File: src/rtl/video_pattern_gen.sv
// ============================================================================
// Module   : video_pattern_gen
// Brief    : Ready/valid RGB test-pattern source with run-time mode and paged palettes.
// Revision : 1.0 - initial release
// ============================================================================
`default_nettype none

module video_pattern_gen #(
   parameter int H_ACTIVE        = 800,
   parameter int V_ACTIVE        = 600,
   parameter int STRIPE_W        = 80,
   parameter int BAND_H          = 50,
   parameter int FRAMES_PER_PAGE = 60
) (
   input  logic        clk,
   input  logic        rst,
   input  logic        i_enable,
   input  logic [1:0]  i_mode,
   input  logic        i_video_ready,
   output logic        o_video_valid,
   output logic [23:0] o_video,
   output logic        o_start_of_frame,
   output logic        o_end_of_line,
   output logic        o_page_index
);

   localparam int c_XW = (H_ACTIVE > 1)        ? $clog2(H_ACTIVE)        : 1;
   localparam int c_YW = (V_ACTIVE > 1)        ? $clog2(V_ACTIVE)        : 1;
   localparam int c_SW = (STRIPE_W > 1)        ? $clog2(STRIPE_W)        : 1;
   localparam int c_BW = (BAND_H > 1)          ? $clog2(BAND_H)          : 1;
   localparam int c_FW = (FRAMES_PER_PAGE > 1) ? $clog2(FRAMES_PER_PAGE) : 1;

   localparam logic [c_XW-1:0] c_X_LAST  = c_XW'(H_ACTIVE - 1);
   localparam logic [c_YW-1:0] c_Y_LAST  = c_YW'(V_ACTIVE - 1);
   localparam logic [c_SW-1:0] c_SC_LAST = c_SW'(STRIPE_W - 1);
   localparam logic [c_BW-1:0] c_BC_LAST = c_BW'(BAND_H - 1);
   localparam logic [c_FW-1:0] c_F_LAST  = c_FW'(FRAMES_PER_PAGE - 1);

   typedef enum logic [0:0] {S_IDLE = 1'b0, S_ACTIVE = 1'b1} state_t;

   state_t            r_state;
   logic [1:0]        r_mode;
   logic [c_XW-1:0]   r_x;
   logic [c_YW-1:0]   r_y;
   logic [c_SW-1:0]   r_sc;
   logic [c_BW-1:0]   r_bc;
   logic [c_FW-1:0]   r_frame;
   logic              r_s, r_b, r_page;
   logic              r_valid, r_sof, r_eol;
   logic [23:0]       r_video;

   logic              w_xfer, w_last_x, w_last_y, w_frame_end;
   logic [c_XW-1:0]   w_nx;
   logic [c_YW-1:0]   w_ny;
   logic [c_SW-1:0]   w_nsc;
   logic [c_BW-1:0]   w_nbc;
   logic [c_FW-1:0]   w_nframe;
   logic              w_ns, w_nb, w_npage;
   logic [1:0]        w_nmode;
   logic [7:0]        w_nx8;
   logic [23:0]       w_next_px;

   function automatic logic [23:0] f_palette(input logic page, input logic [1:0] idx);
      case ({page, idx})
         3'b000:  return 24'h8e44ad;
         3'b001:  return 24'h2c3e50;
         3'b010:  return 24'h16a085;
         3'b011:  return 24'h2980b9;
         3'b100:  return 24'h1abc9c;
         3'b101:  return 24'he67e22;
         3'b110:  return 24'hf1c40f;
         default: return 24'h2ecc71;
      endcase
   endfunction

   function automatic logic [23:0] f_pixel(input logic [1:0] mode, input logic page,
                                           input logic s, input logic b, input logic [7:0] x8);
      case (mode)
         2'd0:    return f_palette(page, {b, s});
         2'd1:    return f_palette(page, 2'b00);
         2'd2:    return {x8, x8, x8};
         default: return f_palette(page, {1'b0, b ^ s});
      endcase
   endfunction

   assign w_xfer      = r_valid & i_video_ready;
   assign w_last_x    = (r_x == c_X_LAST);
   assign w_last_y    = (r_y == c_Y_LAST);
   assign w_frame_end = w_xfer & w_last_x & w_last_y;

   // Next raster position and stripe/band phase, counted rather than divided.
   always_comb begin
      w_nx  = r_x;
      w_ny  = r_y;
      w_nsc = r_sc;
      w_ns  = r_s;
      w_nbc = r_bc;
      w_nb  = r_b;
      if (w_xfer) begin
         if (w_last_x) begin
            w_nx  = '0;
            w_nsc = '0;
            w_ns  = 1'b0;
            if (w_last_y) begin
               w_ny  = '0;
               w_nbc = '0;
               w_nb  = 1'b0;
            end else begin
               w_ny = r_y + 1'b1;
               if (r_bc == c_BC_LAST) begin
                  w_nbc = '0;
                  w_nb  = ~r_b;
               end else begin
                  w_nbc = r_bc + 1'b1;
               end
            end
         end else begin
            w_nx = r_x + 1'b1;
            if (r_sc == c_SC_LAST) begin
               w_nsc = '0;
               w_ns  = ~r_s;
            end else begin
               w_nsc = r_sc + 1'b1;
            end
         end
      end
   end

   always_comb begin
      w_nframe = r_frame;
      w_npage  = r_page;
      if (w_frame_end) begin
         if (r_frame == c_F_LAST) begin
            w_nframe = '0;
            w_npage  = ~r_page;
         end else begin
            w_nframe = r_frame + 1'b1;
         end
      end
   end

   generate
      if (c_XW >= 8) begin : g_x8_wide
         assign w_nx8 = w_nx[7:0];
      end else begin : g_x8_narrow
         assign w_nx8 = {{(8 - c_XW){1'b0}}, w_nx};
      end
   endgenerate

   // Mode is taken live only for the first pixel of a frame.
   assign w_nmode   = ((r_state == S_IDLE) || w_frame_end) ? i_mode : r_mode;
   assign w_next_px = f_pixel(w_nmode, w_npage, w_ns, w_nb, w_nx8);

   always_ff @(posedge clk) begin
      if (rst) begin
         r_state <= S_IDLE;
         r_mode  <= 2'd0;
         r_x     <= '0;
         r_y     <= '0;
         r_sc    <= '0;
         r_bc    <= '0;
         r_s     <= 1'b0;
         r_b     <= 1'b0;
         r_frame <= '0;
         r_page  <= 1'b0;
         r_valid <= 1'b0;
         r_video <= 24'd0;
         r_sof   <= 1'b0;
         r_eol   <= 1'b0;
      end else begin
         case (r_state)
            S_IDLE: begin
               if (i_enable) begin
                  r_state <= S_ACTIVE;
                  r_mode  <= i_mode;
                  r_valid <= 1'b1;
                  r_video <= w_next_px;
                  r_sof   <= 1'b1;
                  r_eol   <= (w_nx == c_X_LAST);
               end
            end
            default: begin
               if (w_xfer) begin
                  r_x     <= w_nx;
                  r_y     <= w_ny;
                  r_sc    <= w_nsc;
                  r_bc    <= w_nbc;
                  r_s     <= w_ns;
                  r_b     <= w_nb;
                  r_frame <= w_nframe;
                  r_page  <= w_npage;
                  if (w_frame_end && !i_enable) begin
                     r_state <= S_IDLE;
                     r_valid <= 1'b0;
                     r_video <= 24'd0;
                     r_sof   <= 1'b0;
                     r_eol   <= 1'b0;
                  end else begin
                     r_mode  <= w_nmode;
                     r_valid <= 1'b1;
                     r_video <= w_next_px;
                     r_sof   <= w_frame_end;
                     r_eol   <= (w_nx == c_X_LAST);
                  end
               end
            end
         endcase
      end
   end

   assign o_video_valid    = r_valid;
   assign o_video          = r_video;
   assign o_start_of_frame = r_sof;
   assign o_end_of_line    = r_eol;
   assign o_page_index     = r_page;

endmodule

`default_nettype wire
File: config.mk
export PLATFORM = sky130hd
export DESIGN_NAME = video_pattern_gen
export DESIGN_NICKNAME = d
export VERILOG_FILES = /design/src/rtl/video_pattern_gen.sv
export SDC_FILE = /design/constraint.sdc
export NUM_CORES = 1
export LEC_CHECK = 0
export ABC_AREA = 1
export CORE_ASPECT_RATIO = 1.5
export CORE_MARGIN = 3
export CORE_UTILIZATION = 40
export CTS_BUF_LIST = sky130_fd_sc_hd__clkbuf_4 sky130_fd_sc_hd__clkbuf_8
export DETAILED_ROUTE_END_ITERATION = 7
export GPL_ROUTABILITY_DRIVEN = 0
export GPL_TIMING_DRIVEN = 0
export PLACE_DENSITY = 0.68
export SLEW_MARGIN = 10
export SYNTH_ARGS = -nofsm -noshare
export SYNTH_HDL_FRONTEND = slang
export SYNTH_SLANG_ARGS = --single-unit
File: constraint.sdc
create_clock -name clk -period 2.3 [get_ports clk]
set_input_delay 0.46 -clock clk [delete_from_list [all_inputs] [get_ports clk]]
set_output_delay 0.46 -clock clk [all_outputs]
set_load 0.05 [all_outputs]
# Yosys cells after proc, flatten, opt, wreduce, memory -nomap -nowiden
# Index checks and enable logic that the tools add are counted.
# word_totals
reg_bits,72
input_bits,6
output_inout_bits,28
elab_cells,103
# op_classes
n_addsub,5
n_eq_ne,19
n_mux,44
bitwise,9
n_reduce_logical,12
# ops
operator,n
$pmux W24 S7,1
$mux W24,4
$pmux W24 S4,1
$pmux W24 S3,1
$pmux W24 S2,1
$eq A10 B10 Y1 const B,3
$mux W10,3
$mux W1,23
$add A10 B1 Y10 const B,2
$mux W6,3
$mux W7,2
$add A6 B1 Y6 const B,2
$eq A6 B6 Y1 const B,2
$mux W2,5
$eq A3 B3 Y1 const B,3
$reduce_and A3 Y1,3
$add A7 B1 Y7 const B,1
$eq A7 B7 Y1 const B,1
$eq A2 B2 Y1 const B,3
$eq A3 B2 Y1 const B,2
$not A1 Y1,5
$eq A2 B1 Y1 const B,2
$logic_not A2 Y1,2
$reduce_and A2 Y1,2
10 further kinds,12

# Depth between registers and ports, before layout
# Gate-level depths: netlist of the first run.
# depth
word_depth,12
depth_mapped,19
ltp_nobuf,19

# Least setup slack after synthesis of the first run
# OpenSTA, ideal clock, no wires.
# synth_path
path_kind,register -> register
start,register r_valid (netlist: o_video_valid)
end,register r_video[1] (netlist: o_video[1])
setup_ns,0.132
arrival_ns,2.658
setup_slack_ns,-0.490
path_stages_with_launch,16
path_buffers,0
path_cell_list,dfxtp_1 nand2_1 inv_2 nand4_4 nor2_1 nand2_1 nand3_1 inv_1 ha_1 inv_1 ha_1 or2_1 nand2_1 inv_1 o21ai_0 a21oi_1
# synth_between
word_cells_on_any_way,34
cone_classes,12 x eq/ne; 12 x mux; 4 x bitwise; 6 x reduce/logical
# synth_rtl
item,line_no,source
"start, declared",49,"logic r_valid, r_sof, r_eol;"
"start signal, assigned",166,r_valid <= 1'b0;
"start signal, assigned",176,r_valid <= 1'b1;
"start signal, assigned",194,r_valid <= 1'b0;
$and A1 B1 Y1 *,86,assign w_xfer = r_valid & i_video_ready;
$mux W1 *,99,if (w_xfer) begin
via w_nb,58,"logic w_ns, w_nb, w_npage;"
$xor A1 B1 Y1,82,"default: return f_palette(page, {1'b0, b ^ s});"
$eq A2 B2 Y1 (tied with other cells),64,"case ({page, idx})"
$pmux W24 S4,64,
$pmux W24 S3 *,78,case (mode)
$mux W24,192,if (w_frame_end && !i_enable) begin
$mux W24,183,if (w_xfer) begin
$mux W24 *,171,case (r_state)
"end signal, assigned",177,r_video <= w_next_px;
"end signal, assigned",201,r_video <= w_next_px;
"end, declared",50,logic [23:0] r_video;
# The timed path passes the listed nets; every way through them passes the cells marked *. The select of a mux whose other input is x is not followed.
# A chain may end at the register's enable or synchronous reset.

# Worst setup path in the final report of the first run
# layout_path
start,register r_x[0]
end,register r_video[20] (netlist: o_video[20])
# layout_between
elab_chain_len,10
word_cells_on_any_way,38
cone_classes,1 x add/sub; 12 x eq/ne; 16 x mux; 4 x bitwise; 5 x reduce/logical
# layout_rtl
item,line_no,source
"start, declared",43,logic [c_XW-1:0] r_x;
"start signal, assigned",184,r_x <= w_nx;
$eq A10 B10 Y1,87,assign w_last_x = (r_x == c_X_LAST);
$and A1 B1 Y1 or $mux W1 (tied branches),"89, 100",
$and A1 B1 Y1 or $mux W1 (tied branches),"89, 99",
$mux W1 (tied with other cells),132,if (w_frame_end) begin
$eq A3 B3 Y1 (tied with other cells),64,
$pmux W24 S7 (tied with other cells),64,
$pmux W24 S3,78,
$mux W24,192,
$mux W24,183,
$mux W24 *,171,
# Mark *: on every way between the ends. The rest lies on a longest branch, timed or not. The select of a mux whose other input is x is not followed.

==> results of run 1 <==
[tightest hold or removal path: stages (launching register included)]
cell	delay (ns)
dfxtp_1	0.31
nand2_1	0.06
a21oi_1	0.05
[final cells by class]
class	count	area [sq um]	area share
plain buffers	15	68.8	0.0124
well taps	115	144	0.0259
multi-input cells	437	2710	0.487
inverters	68	270	0.0486
flip-flops and latches	72	1460	0.262
repair buffers	77	687	0.123
clock inverters	5	80.1	0.0144
clock buffers	11	145	0.0261
[flip-flops by register name, summed over array words and instances (netlist names), 2 cells and up]
signal   flops
r_frame      6
r_x         10
r_sc         7
r_y         10
r_bc         6
r_mode       2
o_video     24
[report_power, final]
| group | total [uW] | switching [uW] | leakage, uW | internal (uW) |
|---|---|---|---|---|
| logic | 647 | 420 | 0.00162 | 227 |
| clock network | 1130 | 482 | 0.000109 | 650 |
| registers | 1320 | 31.5 | 0.000591 | 1290 |
| total | 3100 | 933 | 0.00232 | 2170 |
[cells by family after synthesis]
family	share of synthesized area
compound gates	0.169
xor+xnor	0.0237
fa+ha+maj	0.0430
buf+inv	0.0796
flops	0.354
simple gates	0.331
[timing repair]
| item | in CTS | in global routing |
|---|---|---|
| endpoints found under the setup margin | 23 | 29 |
| pin swaps | 17 | 19 |
| buffers inserted | 20 | 24 |
| gates resized for setup | 51 | 66 |
[synth_stat cells (all sizes together), types with 5 or more instances]
library cell	count
nand3	42
nor2	58
xor2	10
nor3	11
nand4	12
clkbuf	13
ha	14
dfxtp	72
a21oi	62
o21ai	49
nand2	153
o21bai	5
inv	67
[final timing paths]
| kind | slack [ns] | cells past startpoint | end |
|---|---|---|---|
| max reg2reg | -0.15 | 16 | o_video[20]$_SDFFE_PP0P_ |
| min reg2reg | 0.46 | 2 | o_video[11]$_SDFFE_PP0P_ |
| max | -0.15 | 16 | o_video[20]$_SDFFE_PP0P_ |
| min | 0.46 | 2 | o_video[11]$_SDFFE_PP0P_ |
[metrics by stage]
stage	area (sq um)	setup slack, ns	cells	TNS [ns]	hold slack (ns)
after floorplan	4120	0.00304	592	0	0.437
after global placement	4600	-0.899	740	-20.76	0.448
after detailed placement	4600	-0.975	740	-22.85	0.455
after CTS	5150	-0.0558	776	-0.281	0.467
after global routing	5560	-0.257	800	-3.92	0.480
final	5560	-0.150	800	-1.42	0.463
[layer usage]
metal / global-route usage / vias up / share of wire
met5: 0 / - / 0
met4: 0.152 / 0 / 0.069
met3: 0.0293 / 68 / 0.045
met2: 0.373 / 176 / 0.51
met1: 0.220 / 1988 / 0.37
li1: - / 2128 / -
==> impl_metrics.csv, run 1 <==
group,metric,value,unit
run_status,status,"finished with violations",
run_status,violations,"setup timing",
timing,drv_slew,0,
route,ant_nets,0,
clocking,cts_inserted_buffers,9,
grt,grt_pass1_vias,4086,
clocking,ctsHtreeMaxLevel,3,
route,vias,4360,
grt,grt_max_degree,13,
flow_run,drv_cap,0,
timing,fmax,408,MHz
clocking,clockBufferDepth,2,
worst_hold_path,hp-start,"o_video[11]$_SDFFE_PP0P_",
die,start_util,0.415,
worst_setup_path,crit_fanout,6,
grt,antenna_found_initial,0,
timing,grt_setup_unrepaired,"true",
synthesis,synth_top_area_frac,0.354,
timing,slew_headroom,0.589,
clocking,tritoncts,"done",
synthesis,synth.ff_latch_count,72,
synthesis,synth_cells,592,
synthesis,synthTopCellsByArea,"dfxtp_1 (35%), nand2_1 (13%), a21oi_1 (7.5%), inv_1 (5.6%), o21ai_0 (5.2%)",
synthesis,syn_nets,612,
final_layout,layout.cells.most_common,"nand2_1",
synthesis,ys_seq_area_frac,0.354,
final_layout,diodes,0,
worst_setup_path,cp.arrival,2.67,ns
final_layout,fin_util,0.568,
route,wl,12.1,mm
synthesis,ys.flop_type,"dfxtp_1",
grt,gr-total-overflow,0,
synthesis,post_synth.cell_area_avg,6.88,sq um
placed_design,hpwlAfterDp,8.21,mm
worst_setup_path,endpoint_kind,"flip-flop",
worst_setup_path,timing.rr.start,"r_x[0]$_SDFFE_PP0P_",
worst_setup_path,crit_buf_inv,5,
timing,fin_crit_sh,1.07,
pwr,p_per_area,557,mW/mm^2
clocking,clk_latency,0.35,ns
worst_hold_path,hold_path.class,"reg2reg",
final_layout,drive_above_1_share,0.263,
worst_setup_path,critPathLaunchType,"flip-flop",
worst_setup_path,cp_cell_sequence,"ha_4 > inv_2 > nor2_4 > buf_6 > nand3_4 > nor2_4 > nand2_4 > buf_4 > nand3_4 > nand2_8 > buf_6 > buf_4 > o21ai_4 > nand2_1 > o21ai_2 > a21oi_1",
grt,grt_pass1_wl,18.8,mm
die,die_h,130,microns
clocking,clock-sinks,72,
route,wl_per_cell,15.1,microns
timing,fin_ws,-0.150,ns
timing,min_period,2.45,ns
die,die_w,88.4,microns
synthesis,yosys_warnings,0,
worst_setup_path,cp_slowest_stage_delay,0.37,ns
die,design.die.area,0.0114,sq mm
pwr,power,3100,uW
final_layout,final_nets,700,
route,first_pass_iters,5,
die,core_area,0.00980,sq mm
synthesis,synth.largest_area_cell,"dfxtp_1",
clocking,cts_hold_buffers,0,
timing,clock_skew,0.00960,ns
worst_setup_path,cp_slowest_cell,"dfxtp_2",
route,drt_iter0_markers,312,
final_layout,fillers,887,
worst_setup_path,critPathKind,"reg2reg",
pwr,irDropWorstVdd,0.000268,V
die,rows,44,
route,via_per_inst,5.45,
clocking,cts.reportedPaths.clkPinSlew,0.08,ns
worst_setup_path,required,2.52,ns
final_layout,area_growth,36.7,%
synthesis,async_flop_share,0,
synthesis,syn_area,0.00407,sq mm
timing,worstMarginPinSlew,0.617,ns
clocking,cts_root_buf,"clkbuf_8",
pwr,p_leak,0.00232,uW
die,io_pins,34,
route,route.detailed.drc,0,
timing,final_hold_viol_count,0,
synthesis,synth_edf_count,0,
worst_setup_path,cp_top_family,"simple AND/OR/NAND/NOR gates",
timing,setup_violations,21,
grt,track_usage,0.210,
final_layout,layout_common_cells,"nand2_1 (119), dfxtp_1 (59), a21oi_1 (57)",
synthesis,synth_cell_type_count,42,
placed_design,portBuffers,33,
worst_setup_path,crit_start,"r_x[0]$_SDFFE_PP0P_",
Power figures use the tool's default switching activity.
==> inputs of run 2 (changes only) <==
--- a/config.mk
+++ b/config.mk
@@ -14,7 +14,7 @@
 export GPL_ROUTABILITY_DRIVEN = 0
 export GPL_TIMING_DRIVEN = 0
 export PLACE_DENSITY = 0.68
-export SLEW_MARGIN = 10
+export SLEW_MARGIN = 20
 export SYNTH_ARGS = -nofsm -noshare
 export SYNTH_HDL_FRONTEND = slang
 export SYNTH_SLANG_ARGS = --single-unit
==> results of run 2 <==
The final DEF is identical to that of run 1; final timing and power are the same.
